## src/rtl/instr_decode_stage_pkg.sv

```systemverilog
// Shared RV32I decode definitions: opcode constants, immediate kinds,
// skid-buffer states, the decoded beat record and the legality check.
package instr_decode_stage_pkg;

   localparam int XLEN_DEF = 32;

   localparam logic [6:0] OPC_R     = 7'b0110011;
   localparam logic [6:0] OPC_I     = 7'b0010011;
   localparam logic [6:0] OPC_L     = 7'b0000011;
   localparam logic [6:0] OPC_S     = 7'b0100011;
   localparam logic [6:0] OPC_B     = 7'b1100011;
   localparam logic [6:0] OPC_LUI   = 7'b0110111;
   localparam logic [6:0] OPC_AUIPC = 7'b0010111;
   localparam logic [6:0] OPC_JAL   = 7'b1101111;
   localparam logic [6:0] OPC_JALR  = 7'b1100111;

   localparam logic [31:0] NOP_INSTR = 32'h0000_0013;

   typedef enum logic [2:0] {
      IMM_I    = 3'd0,
      IMM_S    = 3'd1,
      IMM_B    = 3'd2,
      IMM_U    = 3'd3,
      IMM_J    = 3'd4,
      IMM_NONE = 3'd5
   } imm_type_e;

   typedef enum logic [1:0] {
      ST_EMPTY = 2'd0,
      ST_BUSY  = 2'd1,
      ST_FULL  = 2'd2
   } skid_state_e;

   typedef struct packed {
      logic [6:0]  opcode;
      logic [2:0]  func3;
      logic [6:0]  func7;
      logic [31:0] pc;
      logic [31:0] op1;
      logic [31:0] op2;
      logic [31:0] store_dat;
      logic [31:0] br_off;
      logic [4:0]  rd;
      logic        reg_write;
      logic        illegal;
   } dec_beat_t;

   // Flags encodings outside the supported RV32I base set.
   function automatic logic is_illegal(input logic [31:0] instr);
      logic [6:0] opc;
      logic [2:0] f3;
      logic [6:0] f7;
      logic       ill;
      opc = instr[6:0];
      f3  = instr[14:12];
      f7  = instr[31:25];
      ill = 1'b0;
      case (opc)
         OPC_R: begin
            if (f7 == 7'h00) begin
               ill = 1'b0;
            end else if (f7 == 7'h20) begin
               ill = !((f3 == 3'b000) || (f3 == 3'b101));
            end else begin
               ill = 1'b1;
            end
         end
         OPC_I: begin
            if (f3 == 3'b001) begin
               ill = (f7 != 7'h00);
            end else if (f3 == 3'b101) begin
               ill = !((f7 == 7'h00) || (f7 == 7'h20));
            end else begin
               ill = 1'b0;
            end
         end
         OPC_L:    ill = (f3 == 3'd3) || (f3 == 3'd6) || (f3 == 3'd7);
         OPC_S:    ill = (f3 > 3'd2);
         OPC_B:    ill = (f3 == 3'd2) || (f3 == 3'd3);
         OPC_JALR: ill = (f3 != 3'd0);
         OPC_LUI, OPC_AUIPC, OPC_JAL: ill = 1'b0;
         default:  ill = 1'b1;
      endcase
      return ill;
   endfunction

endpackage

```

## src/rtl/instr_decode_stage_imm_gen.sv

```systemverilog
// Immediate generator: classifies the instruction format and builds the
// sign-extended (or upper) 32-bit immediate in byte units.
module instr_decode_stage_imm_gen
   import instr_decode_stage_pkg::*;
(
   input  logic [31:0] instr,
   output imm_type_e   imm_type,
   output logic [31:0] imm
);

   // Select the immediate format from the opcode and assemble its bits.
   always_comb begin
      imm_type = IMM_NONE;
      imm      = 32'd0;
      case (instr[6:0])
         OPC_I, OPC_L, OPC_JALR: begin
            imm_type = IMM_I;
            imm      = {{20{instr[31]}}, instr[31:20]};
         end
         OPC_S: begin
            imm_type = IMM_S;
            imm      = {{20{instr[31]}}, instr[31:25], instr[11:7]};
         end
         OPC_B: begin
            imm_type = IMM_B;
            imm      = {{19{instr[31]}}, instr[31], instr[7], instr[30:25], instr[11:8], 1'b0};
         end
         OPC_LUI, OPC_AUIPC: begin
            imm_type = IMM_U;
            imm      = {instr[31:12], 12'd0};
         end
         OPC_JAL: begin
            imm_type = IMM_J;
            imm      = {{11{instr[31]}}, instr[31], instr[19:12], instr[20], instr[30:21], 1'b0};
         end
         default: begin
            imm_type = IMM_NONE;
            imm      = 32'd0;
         end
      endcase
   end

endmodule

```

## src/rtl/instr_decode_stage.sv

```systemverilog
// RV32I decode stage: combinational decode of the fetch beat, a two-entry
// skid buffer toward execute, flush handling and decode/illegal counters.
module instr_decode_stage
   import instr_decode_stage_pkg::*;
#(
   parameter int XLEN  = 32,
   parameter int CNT_W = 32
) (
   input  logic             clk,
   input  logic             rst_n,
   input  logic             if_valid,
   output logic             if_ready,
   input  logic [XLEN-1:0]  if_instr,
   input  logic [XLEN-1:0]  if_pc,
   input  logic             stall,
   input  logic             flush,
   output logic [4:0]       rf_rs1_addr,
   output logic [4:0]       rf_rs2_addr,
   input  logic [XLEN-1:0]  rf_rs1_data,
   input  logic [XLEN-1:0]  rf_rs2_data,
   output logic             ex_valid,
   input  logic             ex_ready,
   output logic [6:0]       ex_opcode,
   output logic [2:0]       ex_func3,
   output logic [6:0]       ex_func7,
   output logic [XLEN-1:0]  ex_pc,
   output logic [XLEN-1:0]  ex_operand1,
   output logic [XLEN-1:0]  ex_operand2,
   output logic [XLEN-1:0]  ex_store_dat,
   output logic [XLEN-1:0]  ex_br_off,
   output logic [4:0]       ex_rd,
   output logic             ex_reg_write,
   output logic             ex_illegal,
   output logic [CNT_W-1:0] dec_cnt,
   output logic [CNT_W-1:0] ill_cnt
);

   skid_state_e      state_r;
   dec_beat_t        out_r;
   dec_beat_t        skid_r;
   logic             ex_valid_r;
   logic [CNT_W-1:0] dec_cnt_r;
   logic [CNT_W-1:0] ill_cnt_r;

   dec_beat_t   dec_s;
   imm_type_e   imm_type_s;
   logic [31:0] imm_s;
   logic        ill_s;
   logic        wr_kind_s;
   logic        accept_s;
   logic        taken_s;
   logic [6:0]  opc_s;
   logic [2:0]  f3_s;

   instr_decode_stage_imm_gen u_imm_gen (
      .instr    (if_instr),
      .imm_type (imm_type_s),
      .imm      (imm_s)
   );

   assign rf_rs1_addr = if_instr[19:15];
   assign rf_rs2_addr = if_instr[24:20];
   assign opc_s       = if_instr[6:0];
   assign f3_s        = if_instr[14:12];
   assign ill_s       = is_illegal(if_instr);
   assign if_ready    = rst_n && (state_r != ST_FULL) && !stall;
   assign accept_s    = if_valid && if_ready;
   assign taken_s     = ex_valid_r && ex_ready;

   // Build the execute-ready record for the instruction currently on the fetch port.
   always_comb begin
      dec_s        = '0;
      wr_kind_s    = 1'b0;
      dec_s.opcode = opc_s;
      dec_s.func3  = f3_s;
      dec_s.pc     = if_pc;
      dec_s.rd     = if_instr[11:7];
      dec_s.op1    = rf_rs1_data;
      dec_s.op2    = 32'd0;
      case (opc_s)
         OPC_R: begin
            dec_s.func7 = if_instr[31:25];
            dec_s.op2   = rf_rs2_data;
            wr_kind_s   = 1'b1;
         end
         OPC_I: begin
            dec_s.func7 = if_instr[31:25];
            // Shifts hand the ALU a bare shift amount rather than the raw I-immediate.
            dec_s.op2   = ((f3_s == 3'b001) || (f3_s == 3'b101)) ? {27'd0, if_instr[24:20]} : imm_s;
            wr_kind_s   = 1'b1;
         end
         OPC_L, OPC_JALR: begin
            dec_s.op2 = imm_s;
            wr_kind_s = 1'b1;
         end
         OPC_S: begin
            dec_s.op2 = imm_s;
         end
         OPC_B: begin
            dec_s.op2 = rf_rs2_data;
         end
         OPC_JAL, OPC_LUI: begin
            dec_s.func3 = 3'd0;
            dec_s.op1   = 32'd0;
            dec_s.op2   = imm_s;
            wr_kind_s   = 1'b1;
         end
         OPC_AUIPC: begin
            dec_s.func3 = 3'd0;
            dec_s.op1   = if_pc;
            dec_s.op2   = imm_s;
            wr_kind_s   = 1'b1;
         end
         default: begin
            dec_s.op2 = 32'd0;
         end
      endcase
      if ((imm_type_s == IMM_B) || (imm_type_s == IMM_J)) begin
         dec_s.br_off = 32'($signed(imm_s) >>> 2);
      end else begin
         dec_s.br_off = 32'd0;
      end
      dec_s.store_dat = ((opc_s == OPC_S) && !ill_s) ? rf_rs2_data : 32'd0;
      dec_s.reg_write = wr_kind_s && (dec_s.rd != 5'd0) && !ill_s;
      dec_s.illegal   = ill_s;
   end

   // Skid-buffer FSM: output register plus one overflow entry, strict FIFO order.
   always_ff @(posedge clk) begin
      if (!rst_n) begin
         state_r    <= ST_EMPTY;
         ex_valid_r <= 1'b0;
         out_r      <= '0;
         skid_r     <= '0;
      end else if (flush) begin
         state_r    <= ST_EMPTY;
         ex_valid_r <= 1'b0;
      end else begin
         case (state_r)
            ST_EMPTY: begin
               if (accept_s) begin
                  out_r      <= dec_s;
                  ex_valid_r <= 1'b1;
                  state_r    <= ST_BUSY;
               end else begin
                  ex_valid_r <= 1'b0;
               end
            end
            ST_BUSY: begin
               if (taken_s && accept_s) begin
                  out_r <= dec_s;
               end else if (taken_s) begin
                  ex_valid_r <= 1'b0;
                  state_r    <= ST_EMPTY;
               end else if (accept_s) begin
                  skid_r  <= dec_s;
                  state_r <= ST_FULL;
               end else begin
                  state_r <= ST_BUSY;
               end
            end
            ST_FULL: begin
               if (taken_s) begin
                  out_r   <= skid_r;
                  state_r <= ST_BUSY;
               end else begin
                  state_r <= ST_FULL;
               end
            end
            default: begin
               state_r    <= ST_EMPTY;
               ex_valid_r <= 1'b0;
            end
         endcase
      end
   end

   // Count beats that survive acceptance, and the illegal ones among them.
   always_ff @(posedge clk) begin
      if (!rst_n) begin
         dec_cnt_r <= '0;
         ill_cnt_r <= '0;
      end else if (accept_s && !flush) begin
         dec_cnt_r <= dec_cnt_r + {{(CNT_W-1){1'b0}}, 1'b1};
         if (dec_s.illegal) begin
            ill_cnt_r <= ill_cnt_r + {{(CNT_W-1){1'b0}}, 1'b1};
         end else begin
            ill_cnt_r <= ill_cnt_r;
         end
      end else begin
         dec_cnt_r <= dec_cnt_r;
         ill_cnt_r <= ill_cnt_r;
      end
   end

   assign ex_valid     = ex_valid_r;
   assign ex_opcode    = out_r.opcode;
   assign ex_func3     = out_r.func3;
   assign ex_func7     = out_r.func7;
   assign ex_pc        = out_r.pc;
   assign ex_operand1  = out_r.op1;
   assign ex_operand2  = out_r.op2;
   assign ex_store_dat = out_r.store_dat;
   assign ex_br_off    = out_r.br_off;
   assign ex_rd        = out_r.rd;
   assign ex_reg_write = out_r.reg_write;
   assign ex_illegal   = out_r.illegal;
   assign dec_cnt      = dec_cnt_r;
   assign ill_cnt      = ill_cnt_r;

endmodule

```

## config.mk

```make
export PLATFORM = sky130hd
export DESIGN_NAME = instr_decode_stage
export DESIGN_NICKNAME = d
export VERILOG_FILES = /design/src/rtl/instr_decode_stage_pkg.sv /design/src/rtl/instr_decode_stage_imm_gen.sv /design/src/rtl/instr_decode_stage.sv
export SDC_FILE = /design/constraint.sdc
export NUM_CORES = 1
export LEC_CHECK = 0
export ABC_AREA = 0
export BUFFER_PORTS_ARGS = -buffer_cell sky130_fd_sc_hd__buf_2
export CORE_ASPECT_RATIO = 1.2
export CORE_MARGIN = 2
export CORE_UTILIZATION = 49
export CTS_CLUSTER_DIAMETER = 60
export DETAILED_ROUTE_END_ITERATION = 7
export PLACE_DENSITY = 0.76
export SYNTH_ARGS = -nofsm -noshare
export SYNTH_HDL_FRONTEND = slang
export SYNTH_SLANG_ARGS = --single-unit
```

## constraint.sdc

```tcl
create_clock -name clk -period 2.55 [get_ports clk]
set_input_delay 0.255 -clock clk [delete_from_list [all_inputs] [get_ports clk]]
set_output_delay 0.255 -clock clk [all_outputs]
set_load 0.02 [all_outputs]
```

==> impl_metrics.tcl <==
set metrics [dict create \
    status "completed" \
    ys_ff_latch 431 \
    drt_first_pass_iters 7 \
    dp_cells 2875 \
    grtUsageMet3 0.0598 \
    synth.yosys.seq_area_share 0.484 \
    num_vias 17900 \
    via_per_inst 5.91 \
    fmax_mhz 427 \
    wire_per_inst_um 19.2 \
    r2r_slack_ns 0.21 \
    yosysTopAreaCellShare 0.484 \
    max_slew.worst_pin.slew_ns 0.918 \
    grt_max_degree 115 \
    timing.hold.worst.start "if_instr[7]" \
    yosys-top-cells-count "dfxtp_1 (431), nor2_1 (273), nand2_1 (263)" \
    netlist_top_cells_area "dfxtp_1 (48%), nor2_1 (5.8%), nand2_1 (5.5%)" \
    worstSetupPathType "register to register" \
    power_leakage_nw 9.18 \
    crit_arrival_ns 2.78 \
    ir_drop_v 0.000446 \
    drc 0 \
    layout.nets 2658 \
    synth_cell_types 62 \
    setup.worst_path.end_class "register" \
    hold_viol 0 \
    pre_cts_slack_ns -0.156 \
    syn_area_per_cell_um2 8.34 \
    io-pin-count 394 \
    cts_buffer_depth 3 \
    finalSetupViolations 0 \
    clkLatencyLatePin_ns 0.56 \
    timing.rr.end "dec_cnt[25]" \
    fin_cells 3025 \
    gp_congestion 0.872 \
    syn_inst 2136 \
    synth_edf_count 0 \
    setup_tns_ns 0 \
    dieArea_mm2 0.0379 \
    postPlaceCellArea_mm2 0.0204 \
    period_share 0.919 \
    worstPathCellList "nor2b_4 -> nor4b_4 -> buf_4 -> nand4_1 -> or4_4 -> o211ai_1 -> o31ai_1" \
    use_met2 0.491 \
    dp_hpwl_um 39000 \
    core_area_mm2 0.0358 \
    r2r-start "state_r[1]" \
    ys.warnings.count 0 \
    io_buffer_count 393 \
    grt_pass1_vias 16600 \
    antenna_found_initial 2 \
    clock_skew_ns 0.0178 \
    cts_root_buf "clkbuf_16" \
    post-route-cell-area_mm2 0.0226 \
    syn2layout_area_growth_pct 27.0 \
    async_reset_ff_frac 0 \
    cts_tree "built" \
    powerDensity_mw_per_mm2 650 \
    synthesis.area_mm2 0.0178 \
    cp-start-kind "register" \
    rsz0062_at_grt "false" \
    htreeDepth 2 \
    period_minus_slack_ns 2.34 \
    track_usage 0.296 \
    antenna_left 0 \
    numCtsBuffers 43 \
    clkSinkCount 431 \
    drv_cap 0 \
    die_height_um 213 \
    critPathLaunch "state_r[1]" \
    crit_fanout 8 \
    slowest_delay_ns 0.53 \
    synth_area_leader_cell "dfxtp_1" \
    grt.met1_usage 0.374 \
    row_count 76 \
    crit_end "dec_cnt[25]" \
    relSlewSlack 0.388 \
    ys.flop_type "dfxtp_1" \
    synth_nets 2272 \
    path_clk_slew_ns 0.06 \
    finalPower_mw 14.7 \
    crit_slowest_cell "or4_4" \
    cp_data_required_time_ns 2.98 \
    yosysMostFrequentCell "dfxtp_1" \
    grt.busiest_layer "met2" \
    holdCritPathClass "input pin to register" \
    start_util 0.497 \
    reg2regPathDepth 7 \
    layout_setup_ws_ns 0.205 \
    wl_um 58200 \
    slew_violations 0 \
    drtIter0Drc 1517 \
    grt_overflow 0 \
    grt_first_pass_wirelength_um 89900 \
    drive_gt1_frac 0.228 \
    die_w_um 178 \
]
-- area by class of cell --
type | count | area [um2]
Fill cell | 2981 | 13200
Sequential cell | 431 | 8630
Multi-Input combinational cell | 1482 | 8350
Timing Repair Buffer | 551 | 3490
Clock buffer | 63 | 1290
Tap cell | 468 | 586
Clock inverter | 16 | 223
Inverter | 13 | 56.3
Antenna cell | 1 | 2.50
-- worst max-delay path: cells and delay by family (launching register included) --
kind / cells / cell delay, ns
AO/OA/AOI/OAI: 2 / 0.35
buffers and inverters: 1 / 0.20
flip-flops: 1 / 0.40
AND/OR/NAND/NOR: 4 / 1.27
-- power breakdown --
group | total (mW) | internal, mW | switching (mW)
Sequential | 6.87 | 6.82 | 0.0495
Combinational | 1.08 | 0.394 | 0.682
Clock | 6.76 | 4.03 | 2.73
-- layer usage --
layer,share of wire,routed length (um),up-vias
met5,0.00024,14,-
met4,0.043,2530,2
met3,0.082,4780,153
met2,0.48,28000,820
met1,0.39,22900,8457
li1,-,-,8440
-- placed cells by master, fill, tap and decap left out, types with 70 or more instances in the layout --
master,count
nor2_1,272
o21ai_0,123
a22oi_1,73
buf_4,76
a21oi_1,185
dfxtp_1,431
dlygate4sd3_1,70
nand3_1,77
nand2_1,262
buf_2,392
-- state kept, by name, indices dropped and copies added (netlist names), 2 cells and up --
register      count
skid_r          182
dec_cnt          32
ex_operand1      32
ex_operand2      32
ex_pc            32
ex_store_dat     32
ill_cnt          32
ex_br_off        30
ex_func7          7
ex_opcode         7
ex_rd             5
ex_func3          3
state_r           2
-- logic make-up after synthesis --
| family | count (synthesis) | share of synthesized area |
|---|---|---|
| simple gates | 758 | 0.187 |
| compound gates | 674 | 0.253 |
| flops | 431 | 0.484 |
| buf+inv | 223 | 0.0511 |
| xor+xnor | 45 | 0.0221 |
| mux | 3 | 0.00169 |
| fa+ha+maj | 2 | 0.00140 |
-- worst min path at each step --
stage,end,slack (ns),cells after the start
6_report,skid_r[2],0.04,3
4_1_cts,skid_r[2],0.01,3
3_5_place_dp,ex_operand2[2],0.44,2
3_3_place_gp,ex_operand2[18],0.44,2
5_1_grt,skid_r[2],0.04,3
2_1_floorplan,skid_r[39],0.38,1
-- through the flow --
step | utilization | hold slack, ns
after floorplan | - | 0.381
after global placement | 0.569 | 0.441
after detailed placement | 0.569 | 0.445
after CTS | 0.631 | 0.0146
after global routing | 0.631 | 0.0360
final | 0.631 | 0.0360
-- what timing repair did --
item	CTS	global route
resized for setup	0	1
endpoints found under the setup margin	0	1
hold buffers	70	0
setup buffers	0	0
hold endpoints to repair	102	0
Note: power is estimated with default switching activity, not from simulation.
